## src/rtl/cursor_ctrl.sv

```systemverilog
// cursor_ctrl: owns cursor position, size and enable for the video-out
// overlay stage. The host writes shadow registers; an optional auto-bounce
// engine moves the cursor by itself. Shadow values reach the active outputs
// only on a rising edge of in_vsync, so the overlay never tears mid-frame.
//
// Ports:
//   vo_clk, vo_reset_   video clock, async active-low reset
//   in_vsync            vsync level from the timing generator
//   reg_wr/reg_rd       request, held high until reg_ack
//   reg_addr            0=CTRL{[1]auto,[0]en} 1=X 2=Y 3=SIZE{[15:8]h,[7:0]w}
//   reg_wdata           write data
//   reg_ack/reg_rdata   one-cycle ack, shadow read data valid with ack
//   cur_en/x/y/w/h      active cursor values for the overlay
//   frame_tick          pulse on the cycle the active values update
//
// state  | meaning
// IDLE   | nothing pending; vsync commits only when auto mode is on
// DIRTY  | a host write is waiting for the next vsync edge
// COMMIT | one cycle copying shadow (or bounced position) to active
module cursor_ctrl #(
  parameter int H_ACTIVE = 1280,
  parameter int V_ACTIVE = 1024,
  parameter int DEF_SIZE = 50,
  parameter int STEP     = 1
) (
  input  logic        vo_clk,
  input  logic        vo_reset_,
  input  logic        in_vsync,
  input  logic        reg_wr,
  input  logic        reg_rd,
  input  logic [1:0]  reg_addr,
  input  logic [31:0] reg_wdata,
  output logic        reg_ack,
  output logic [31:0] reg_rdata,
  output logic        cur_en,
  output logic [11:0] cur_x,
  output logic [10:0] cur_y,
  output logic [7:0]  cur_w,
  output logic [7:0]  cur_h,
  output logic        frame_tick
);

  typedef enum logic [1:0] {IDLE, DIRTY, COMMIT} state_t;

  localparam logic [12:0] H_LIM  = 13'(H_ACTIVE);
  localparam logic [11:0] V_LIM  = 12'(V_ACTIVE);
  localparam logic [11:0] STEP_X = 12'(STEP);
  localparam logic [10:0] STEP_Y = 11'(STEP);
  localparam logic [7:0]  DEF_SZ = 8'(DEF_SIZE);

  state_t      state;
  logic        vs_q;
  logic        sh_en, sh_auto, act_auto;
  logic [11:0] sh_x;
  logic [10:0] sh_y;
  logic [7:0]  sh_w, sh_h;
  logic        x_wr, y_wr;
  logic        dir_x, dir_y;

  logic        vs_edge, req_ok, wr_ok, rd_ok;
  logic [12:0] x_sum, x_fwd;
  logic [11:0] y_sum, y_fwd;
  logic [11:0] x_wr_val, nx;
  logic [10:0] y_wr_val, ny;
  logic        ndx, ndy;
  logic [31:0] rd_val;
  logic        unused_wdata;

  // Only the low 16 bits carry register fields.
  assign unused_wdata = ^reg_wdata[31:16];

  assign vs_edge = in_vsync & ~vs_q;
  // reg_ack high blocks re-acceptance of the request that is still held.
  assign req_ok  = (reg_wr | reg_rd) & ~reg_ack & (state != COMMIT);
  assign wr_ok   = req_ok & reg_wr;
  assign rd_ok   = req_ok & ~reg_wr;

  // Write clamping keeps the cursor fully on screen for the shadow size.
  assign x_sum    = {1'b0, reg_wdata[11:0]} + {5'd0, sh_w};
  assign y_sum    = {1'b0, reg_wdata[10:0]} + {4'd0, sh_h};
  assign x_wr_val = (x_sum > H_LIM) ? 12'(H_LIM - {5'd0, sh_w}) : reg_wdata[11:0];
  assign y_wr_val = (y_sum > V_LIM) ? 11'(V_LIM - {4'd0, sh_h}) : reg_wdata[10:0];

  // Bounce step from the on-screen position, using the size being committed.
  assign x_fwd = {1'b0, cur_x} + {5'd0, sh_w} + 13'(STEP);
  assign y_fwd = {1'b0, cur_y} + {4'd0, sh_h} + 12'(STEP);

  always_comb begin
    nx  = cur_x;
    ndx = dir_x;
    if (!dir_x) begin
      if (x_fwd <= H_LIM) nx = cur_x + STEP_X;
      else begin
        nx  = 12'(H_LIM - {5'd0, sh_w});
        ndx = 1'b1;
      end
    end else begin
      if (cur_x >= STEP_X) nx = cur_x - STEP_X;
      else begin
        nx  = '0;
        ndx = 1'b0;
      end
    end
  end

  always_comb begin
    ny  = cur_y;
    ndy = dir_y;
    if (!dir_y) begin
      if (y_fwd <= V_LIM) ny = cur_y + STEP_Y;
      else begin
        ny  = 11'(V_LIM - {4'd0, sh_h});
        ndy = 1'b1;
      end
    end else begin
      if (cur_y >= STEP_Y) ny = cur_y - STEP_Y;
      else begin
        ny  = '0;
        ndy = 1'b0;
      end
    end
  end

  always_comb begin
    rd_val = '0;
    case (reg_addr)
      2'd0: rd_val = {30'd0, sh_auto, sh_en};
      2'd1: rd_val = {20'd0, sh_x};
      2'd2: rd_val = {21'd0, sh_y};
      2'd3: rd_val = {16'd0, sh_h, sh_w};
      default: rd_val = '0;
    endcase
  end

  always_ff @(posedge vo_clk or negedge vo_reset_) begin
    if (!vo_reset_) begin
      state      <= IDLE;
      vs_q       <= 1'b0;
      sh_en      <= 1'b0;
      sh_auto    <= 1'b0;
      sh_x       <= '0;
      sh_y       <= '0;
      sh_w       <= DEF_SZ;
      sh_h       <= DEF_SZ;
      x_wr       <= 1'b0;
      y_wr       <= 1'b0;
      dir_x      <= 1'b0;
      dir_y      <= 1'b0;
      act_auto   <= 1'b0;
      cur_en     <= 1'b0;
      cur_x      <= '0;
      cur_y      <= '0;
      cur_w      <= DEF_SZ;
      cur_h      <= DEF_SZ;
      reg_ack    <= 1'b0;
      reg_rdata  <= '0;
      frame_tick <= 1'b0;
    end else begin
      vs_q       <= in_vsync;
      reg_ack    <= req_ok;
      reg_rdata  <= rd_ok ? rd_val : '0;
      frame_tick <= (state == COMMIT);

      if (wr_ok) begin
        case (reg_addr)
          2'd0: begin
            sh_en   <= reg_wdata[0];
            sh_auto <= reg_wdata[1];
          end
          2'd1: begin
            sh_x <= x_wr_val;
            x_wr <= 1'b1;
          end
          2'd2: begin
            sh_y <= y_wr_val;
            y_wr <= 1'b1;
          end
          default: begin
            sh_w <= (reg_wdata[7:0] == 8'd0) ? 8'd1 : reg_wdata[7:0];
            sh_h <= (reg_wdata[15:8] == 8'd0) ? 8'd1 : reg_wdata[15:8];
          end
        endcase
      end

      case (state)
        IDLE: begin
          // A write accepted on the edge cycle still makes this frame.
          if (vs_edge && (sh_auto || act_auto || wr_ok)) state <= COMMIT;
          else if (wr_ok) state <= DIRTY;
        end
        DIRTY: begin
          if (vs_edge) state <= COMMIT;
        end
        COMMIT: begin
          cur_en   <= sh_en;
          act_auto <= sh_auto;
          cur_w    <= sh_w;
          cur_h    <= sh_h;
          // A host-written axis takes the shadow value even in auto mode.
          if (!sh_auto || x_wr) cur_x <= sh_x;
          else begin
            cur_x <= nx;
            sh_x  <= nx;
            dir_x <= ndx;
          end
          if (!sh_auto || y_wr) cur_y <= sh_y;
          else begin
            cur_y <= ny;
            sh_y  <= ny;
            dir_y <= ndy;
          end
          x_wr  <= 1'b0;
          y_wr  <= 1'b0;
          state <= IDLE;
        end
        default: state <= IDLE;
      endcase
    end
  end

endmodule

```

## config.mk

```make
export PLATFORM = sky130hd
export DESIGN_NAME = cursor_ctrl
export DESIGN_NICKNAME = d
export VERILOG_FILES = /design/src/rtl/cursor_ctrl.sv
export SDC_FILE = /design/constraint.sdc
export NUM_CORES = 1
export LEC_CHECK = 0
export ABC_AREA = 1
export CORE_MARGIN = 2
export CORE_UTILIZATION = 55
export DETAILED_ROUTE_END_ITERATION = 8
export PLACE_DENSITY = 0.79
export SETUP_SLACK_MARGIN = 0.05
export SLEW_MARGIN = 20
export SYNTH_ARGS = -nofsm -noshare
export SYNTH_HDL_FRONTEND = slang
export SYNTH_SLANG_ARGS = --single-unit
export TNS_END_PERCENT = 1
```

## constraint.sdc

```tcl
create_clock -name vo_clk -period 7.7 [get_ports vo_clk]
set_input_delay 0.77 -clock vo_clk [delete_from_list [all_inputs] [get_ports vo_clk]]
set_output_delay 0.77 -clock vo_clk [all_outputs]
set_load 0.05 [all_outputs]
```

==> impl_metrics.tcl, run 1 <==
set metrics [dict create \
    power_switching_w 0.002539 \
    finClkSkew_ps 11.23 \
    cp-start-kind "input pin" \
    slowest_stage "sky130_fd_sc_hd__clkdlybuf4s50_1" \
    synth-xor-area-share_pct 4.656 \
    crit_type "in2reg" \
    yosys.area.top_type_share_pct 25.79 \
    finalHoldWorstSlack_ps 436.7 \
    grt_max_degree 56 \
    timing.critical_path.to_type "flip-flop" \
    timing.final.crit_share_pct 47.81 \
    synth.top_cells.by_count "485 x sky130_fd_sc_hd__nand2_1, 204 x sky130_fd_sc_hd__inv_1, 150 x sky130_fd_sc_hd__nand3_1, 95 x sky130_fd_sc_hd__dfrtp_1, 94 x sky130_fd_sc_hd__nor2_1" \
    hpwlAfterDp_um 20080 \
    grt_pass1_vias 8609 \
    totalNegativeSetupSlack_ps 0 \
    netSwitchingFraction_pct 55.26 \
    cts_tree "done" \
    port_buffers 80 \
    synth_compound_area_share_pct 8.484 \
    clk_pin_slew_worst_paths_ps 80 \
    die_area_mm2 0.01781 \
    ys_dominant_reg_cell "sky130_fd_sc_hd__dfrtp_1" \
    gp_congestion 0.9492 \
    clockBufferDepth 2 \
    floorplan.core_area_mm2 0.01647 \
    r2r_slack_ps 4380 \
    boundaryPins 113 \
    finalNetCount 1575 \
    ctsHtreeMaxLevel 3 \
    power_density_mw_per_mm2 443.2 \
    worst_pin_slew_ps 1107 \
    grt_antenna_before_repair 0 \
    crit_path_max_incr_delay_ps 630 \
    globalRouteOverflowTotal 0 \
    post-layout-total-power_w 0.004594 \
    grt_pass1_wl_um 43190 \
    cap_violations 0 \
    synth.ff_latch_count 107 \
    largest_cells_by_area_after_synthesis "sky130_fd_sc_hd__dfrtp_1 26%, sky130_fd_sc_hd__nand2_1 20%, sky130_fd_sc_hd__inv_1 8.3%, sky130_fd_sc_hd__nand3_1 8.1%, sky130_fd_sc_hd__ha_1 5.4%" \
    routed-via-count 9360 \
    wirelength_um 26480 \
    status "completed" \
    final_antenna_net_count 0 \
    synthesis.instances 1444 \
    timing_hold_violations_final 0 \
    antenna_cells_inserted 0 \
    crit_family "simple AND/OR/NAND/NOR gates" \
    drt_iter0_drc 1076 \
    final_critical_path_setup_slack_ps 4019 \
    timing_max_transition_violations_final 0 \
    cts_setup_buffers 0 \
    synth_enable_flop_cells 0 \
    max_freq_mhz 271.7 \
    required_time_reported_for_the_critical_path_endpoint_ps 8010 \
    leakagePower_nw 5.496 \
    postCtsHoldBufs 0 \
    async_sr_flop_fraction_pct 100.0 \
    postSynthAreaPerCell_um2 6.383 \
    placement_rows 47 \
    post-route-drc-count 0 \
    synthToLayoutAreaGrowth_pct 12.45 \
    worst_r2r_endpoint "sh_x[6]" \
    power.share.sequential_pct 24.8 \
    final-setup-viol-count 0 \
    cts_inserted_buffers 9 \
    timing.reg2reg.worst_path_depth 11 \
    cts.sinks 107 \
    comb_power_share_pct 64.0 \
    worst_setup_slack_after_placement_ps 3678 \
    post-route-min-period_ps 3681 \
    synth.area.mux_share_pct 0.1086 \
    n_fill_cell 1565 \
    dieHeight_um 133.5 \
    worstPathArrival_ps 3990 \
    mappedNetlistArea_mm2 0.009218 \
    floorplan.die.width_um 133.5 \
    post_drt_via_cell_ratio 5.445 \
    synth-warning-count 0 \
    internal-power_w 0.002056 \
    yosysTopAreaCell "sky130_fd_sc_hd__dfrtp_1" \
    start_util_pct 55.98 \
    grt_util_all_layers_pct 30.29 \
    wire_per_inst_um 15.41 \
    seq_area_frac_synth_pct 29.21 \
    regToRegStartpoint "state[1]" \
    clock_power_share_pct 11.1 \
    synth_top_family_by_area "simple AND/OR/NAND/NOR gates" \
    worstSkewPairLatency_ps 370 \
    crit_buf_inv 4 \
    crit_path_max_fanout 11 \
    synth-adder-area-share_pct 5.864 \
    synth.lib_cells_used.distinct 44 \
    post_cts.resized_instances 0 \
    synth_simple_gate_area_share_pct 39.16 \
    rsz_0062_raised_after_global_routing "false" \
    holdCritPathClass "in2async" \
    drt-pass1-iter-count 5 \
    yosys.cell_count.top_type "sky130_fd_sc_hd__nand2_1" \
    worstPathCellList "clkdlybuf4s50_1 -> inv_1 -> fa_1 -> inv_1 -> nand3_1 -> nand3_1 -> nand2_1 -> nand2_1 -> nand2_1 -> nand2_1 -> nand2_1 -> nand2_1 -> nor2_1 -> nand2_1 -> nand2_1 -> nand2_1 -> nand3_1 -> nand2_1 -> nand2_1 -> inv_1" \
    max-slew-margin-rel_pct 25.92 \
    drive_gt1_share_pct 5.537 \
    ir_worst_vdd_uv 242.6 \
    cp_num_cells 20 \
    startpoint "reg_wdata[1]" \
    critical_path.most_common_cell "sky130_fd_sc_hd__nand2_1" \
    cts_root_buffer "sky130_fd_sc_hd__clkbuf_16" \
]
==> power groups by stage <==
stage	Sequential [W]	Clock, W	Combinational (W)
CTS	0.00113	0.000514	0.00292
global route	0.00117	0.000535	0.00329
finish	0.00114	0.000512	0.00294
floorplan	0.00136	0	0.00193
detailed placement	0.00114	0	0.00290
global placement	0.00114	0	0.00285
==> through the flow <==
step           utilization [%]  cell area (um2)  instances
2_1_floorplan                -             9274       1459
3_3_place_gp             60.93            10030       1703
3_5_place_dp             60.93            10030       1703
4_1_cts                  62.92            10360       1719
5_1_grt                  62.95            10360       1719
6_report                 62.95            10360       1719
==> layout make-up <==
type                    count  area (um2)  area share [%]
repair buffers             84       828.3           7.991
inverters                 213       799.5           7.714
well taps                 220       275.3           2.656
flip-flops and latches    107        2693           25.98
clock inverters             7       102.6          0.9899
clock buffers               9       225.2           2.173
multi-input cells        1079        5441           52.50
==> placed cells by master, fill, tap and decap left out, types with 28 or more instances in the layout <==
master / count
sky130_fd_sc_hd__xor2_1: 43
sky130_fd_sc_hd__ha_1: 40
sky130_fd_sc_hd__nor2_1: 92
sky130_fd_sc_hd__inv_1: 204
sky130_fd_sc_hd__nand4_1: 28
sky130_fd_sc_hd__a21oi_1: 56
sky130_fd_sc_hd__clkdlybuf4s50_1: 79
sky130_fd_sc_hd__nand3_1: 150
sky130_fd_sc_hd__o21ai_0: 58
sky130_fd_sc_hd__nand2_1: 485
sky130_fd_sc_hd__dfrtp_1: 95
==> worst register-to-register path: stages (launching register included) <==
cell,delay [ps]
sky130_fd_sc_hd__dfrtp_1,390
sky130_fd_sc_hd__inv_1,80
sky130_fd_sc_hd__nor2_2,40
sky130_fd_sc_hd__buf_4,230
sky130_fd_sc_hd__nor3_1,380
sky130_fd_sc_hd__nand2_1,310
sky130_fd_sc_hd__nor2_1,840
sky130_fd_sc_hd__inv_1,500
sky130_fd_sc_hd__a21oi_1,260
sky130_fd_sc_hd__nand2_1,70
sky130_fd_sc_hd__nand2_1,70
sky130_fd_sc_hd__inv_1,40
==> metal layers <==
layer  part of all wire, %  track usage (%)  vias to the layer above
met5                     0                0                        -
met4                   3.0            10.46                        0
met3                   7.9            5.289                       60
met2                    46            49.11                      392
met1                    43            41.04                     4251
li1                      -                -                     4657
==> cell families (layout without fill, tap and decap cells) <==
family	Yosys count	after routing
xor gates and xnor gates	49	49
and+or+nand+nor	828	828
buffers and inverters	273	313
other	1	16
muxes	1	1
AOI/OAI and AO/OA	143	143
adders and majority gates	42	42
DFF	107	107
==> worst max path at each step <==
stage,end
after floorplan,sh_x[7]
after global placement,sh_y[2]
after detailed placement,sh_y[2]
after CTS,sh_y[2]
after global routing,sh_y[10]
final,sh_y[2]
==> registers in the layout, summed over array words and instances, names as in the netlist, 2 cells and up <==
register	count
cur_y	11
sh_x	12
cur_w	8
state	2
sh_h	8
sh_w	8
sh_y	11
reg_rdata	16
cur_x	12
cur_h	8
Note: power is estimated with default switching activity, not from simulation.
==> inputs of run 2 (changes only) <==
clock period = 3.4 ns   (was 7.7 ns; I/O delays follow)
==> impl_metrics.tcl, run 2 (synthesis results as in run 1) <==
set metrics [dict create \
    most_common_cell_after_layout_fill_and_taps_aside "sky130_fd_sc_hd__nand2_1" \
    port_buffers 80 \
    ctsHtreeMaxLevel 3 \
    floorplan.die.width_um 133.5 \
    worst_pin_slew_ps 971.2 \
    cts_setup_buffers 0 \
    grt_util_all_layers_pct 30.99 \
    drt-pass1-iter-count 6 \
    max_flop_register "reg_rdata" \
    placement_rows 47 \
    largest_reg_flops 16 \
    boundaryPins 113 \
    worstPathArrival_ps 3260 \
    grt_antenna_before_repair 0 \
    grt_pass1_vias 8946 \
    wirelength_um 27160 \
    cts_root_buffer "sky130_fd_sc_hd__clkbuf_16" \
    status "completed" \
    antenna_cells_inserted 0 \
    grt_pass1_wl_um 44200 \
    holdCritPathClass "in2async" \
    max-slew-margin-rel_pct 35.26 \
    crit_path_max_fanout 11 \
    startpoint "sh_h[0]" \
    power_density_mw_per_mm2 996.1 \
    worst_setup_slack_after_placement_ps 223.2 \
    timing.critical_path.to_type "flip-flop" \
    post_cts.resized_instances 0 \
    drt_iter0_drc 895 \
    hpwlAfterDp_um 20910 \
    floorplan.core_area_mm2 0.01647 \
    gp_congestion 0.9647 \
    final_antenna_net_count 0 \
    wire_per_inst_um 15.58 \
    synthToLayoutAreaGrowth_pct 14.10 \
    post-route-min-period_ps 2995 \
    drive_gt1_share_pct 7.026 \
    worst_r2r_endpoint "sh_y[8]" \
    final_critical_path_setup_slack_ps 404.6 \
    globalRouteOverflowTotal 0 \
    regToRegStartpoint "sh_h[0]" \
    ir_worst_vdd_uv 621.6 \
    dieHeight_um 133.5 \
    crit_end "sh_y[8]" \
    layout_top_registers "reg_rdata (16), cur_x (12), sh_x (12)" \
    timing_max_transition_violations_final 0 \
    postCtsHoldBufs 0 \
    finalNetCount 1599 \
    most-common-layout-cells "485 x sky130_fd_sc_hd__nand2_1, 204 x sky130_fd_sc_hd__inv_1, 150 x sky130_fd_sc_hd__nand3_1" \
    grt_max_degree 74 \
    clk_pin_slew_worst_paths_ps 80 \
    crit_type "reg2reg" \
    cts_tree "done" \
    cts.sinks 107 \
    clockBufferDepth 2 \
    totalNegativeSetupSlack_ps 0 \
    post_drt_via_cell_ratio 5.493 \
    max_freq_mhz 333.8 \
    required_time_reported_for_the_critical_path_endpoint_ps 3670 \
    leakagePower_nw 5.608 \
    routed-via-count 9574 \
    r2r_slack_ps 400 \
    start_util_pct 55.98 \
    cts_inserted_buffers 9 \
    timing.reg2reg.worst_path_depth 20 \
    timing_hold_violations_final 0 \
    cp-start-kind "flip-flop" \
    rsz_0062_raised_after_global_routing "false" \
    finClkSkew_ps 11.75 \
    final-setup-viol-count 0 \
    worstSkewPairLatency_ps 360 \
    cap_violations 0 \
    post-route-drc-count 0 \
    die_area_mm2 0.01781 \
    timing.final.crit_share_pct 88.10 \
]
[run 2: cell count changes in the layout (fill, tap and decap cells not counted), sizes merged]
cell	before	now
buf	5	29
bufinv	1	0
clkinv	6	5
clkbuf	9	11
[run 2: how the worst min path moves through the flow]
stage	startpoint	slack, ps	endpoint
floorplan	vo_reset_	40	act_auto
global placement	state[1]	410	state[0]
detailed placement	state[1]	430	state[0]
CTS	vo_reset_	170	cur_x[11]
global route	vo_reset_	180	cur_x[11]
finish	vo_reset_	110	cur_x[11]
[run 2: worst max-delay path: stages, from the launching register on]
cell	delay (ps)
sky130_fd_sc_hd__dfrtp_1	470
sky130_fd_sc_hd__inv_1	190
sky130_fd_sc_hd__ha_1	230
sky130_fd_sc_hd__inv_2	80
sky130_fd_sc_hd__nand2_1	70
sky130_fd_sc_hd__nand2_1	140
sky130_fd_sc_hd__nand2_1	90
sky130_fd_sc_hd__nand2_1	90
sky130_fd_sc_hd__nand2_1	80
sky130_fd_sc_hd__nand2_1	100
sky130_fd_sc_hd__nand3_1	70
sky130_fd_sc_hd__nand2_1	90
sky130_fd_sc_hd__clkinv_1	80
sky130_fd_sc_hd__nor2_1	100
sky130_fd_sc_hd__nand2_1	260
sky130_fd_sc_hd__nand2_2	300
sky130_fd_sc_hd__nand2_1	100
sky130_fd_sc_hd__nand3_1	110
sky130_fd_sc_hd__nand3_1	130
sky130_fd_sc_hd__nand2_1	90
sky130_fd_sc_hd__inv_1	40
[run 2: layout make-up]
| class | count | area [um2] |
|---|---|---|
| well taps | 220 | 275.3 |
| flip-flops and latches | 107 | 2693 |
| repair buffers | 108 | 1008 |
| clock buffers | 11 | 252.7 |
| clock inverters | 5 | 52.55 |
| multi-input cells | 1079 | 5436 |
| fillers | 1542 | 5948 |
| inverters | 213 | 799.5 |
[run 2: metal layers]
layer | track usage, % | wire [um]
met2 | 50.34 | 12540
met5 | 0 | 0
met1 | 42.16 | 11820
met3 | 4.604 | 2025
met4 | 11.47 | 771
[run 2: through the flow]
step / total power, W / util (%) / hold WS [ps] / cell area, um2 / std cells
2_1_floorplan: 0.007441 / - / 44.41 / 9274 / 1459
4_1_cts: 0.01038 / 63.88 / 165.4 / 10520 / 1743
6_report: 0.01048 / 63.88 / 105.6 / 10520 / 1743
3_3_place_gp: 0.009138 / 62.02 / 413.4 / 10210 / 1727
5_1_grt: 0.01137 / 63.88 / 183.3 / 10520 / 1743
3_5_place_dp: 0.009258 / 62.02 / 433.2 / 10210 / 1727
[run 2: power by group]
part,internal (W),switching [W],leakage (nW),total (W)
registers,0.00183,0.000712,1.33,0.00254
logic,0.00231,0.00454,4.13,0.00685
clock network,0.000556,0.000530,0.153,0.00109
total,0.00470,0.00578,5.61,0.0105
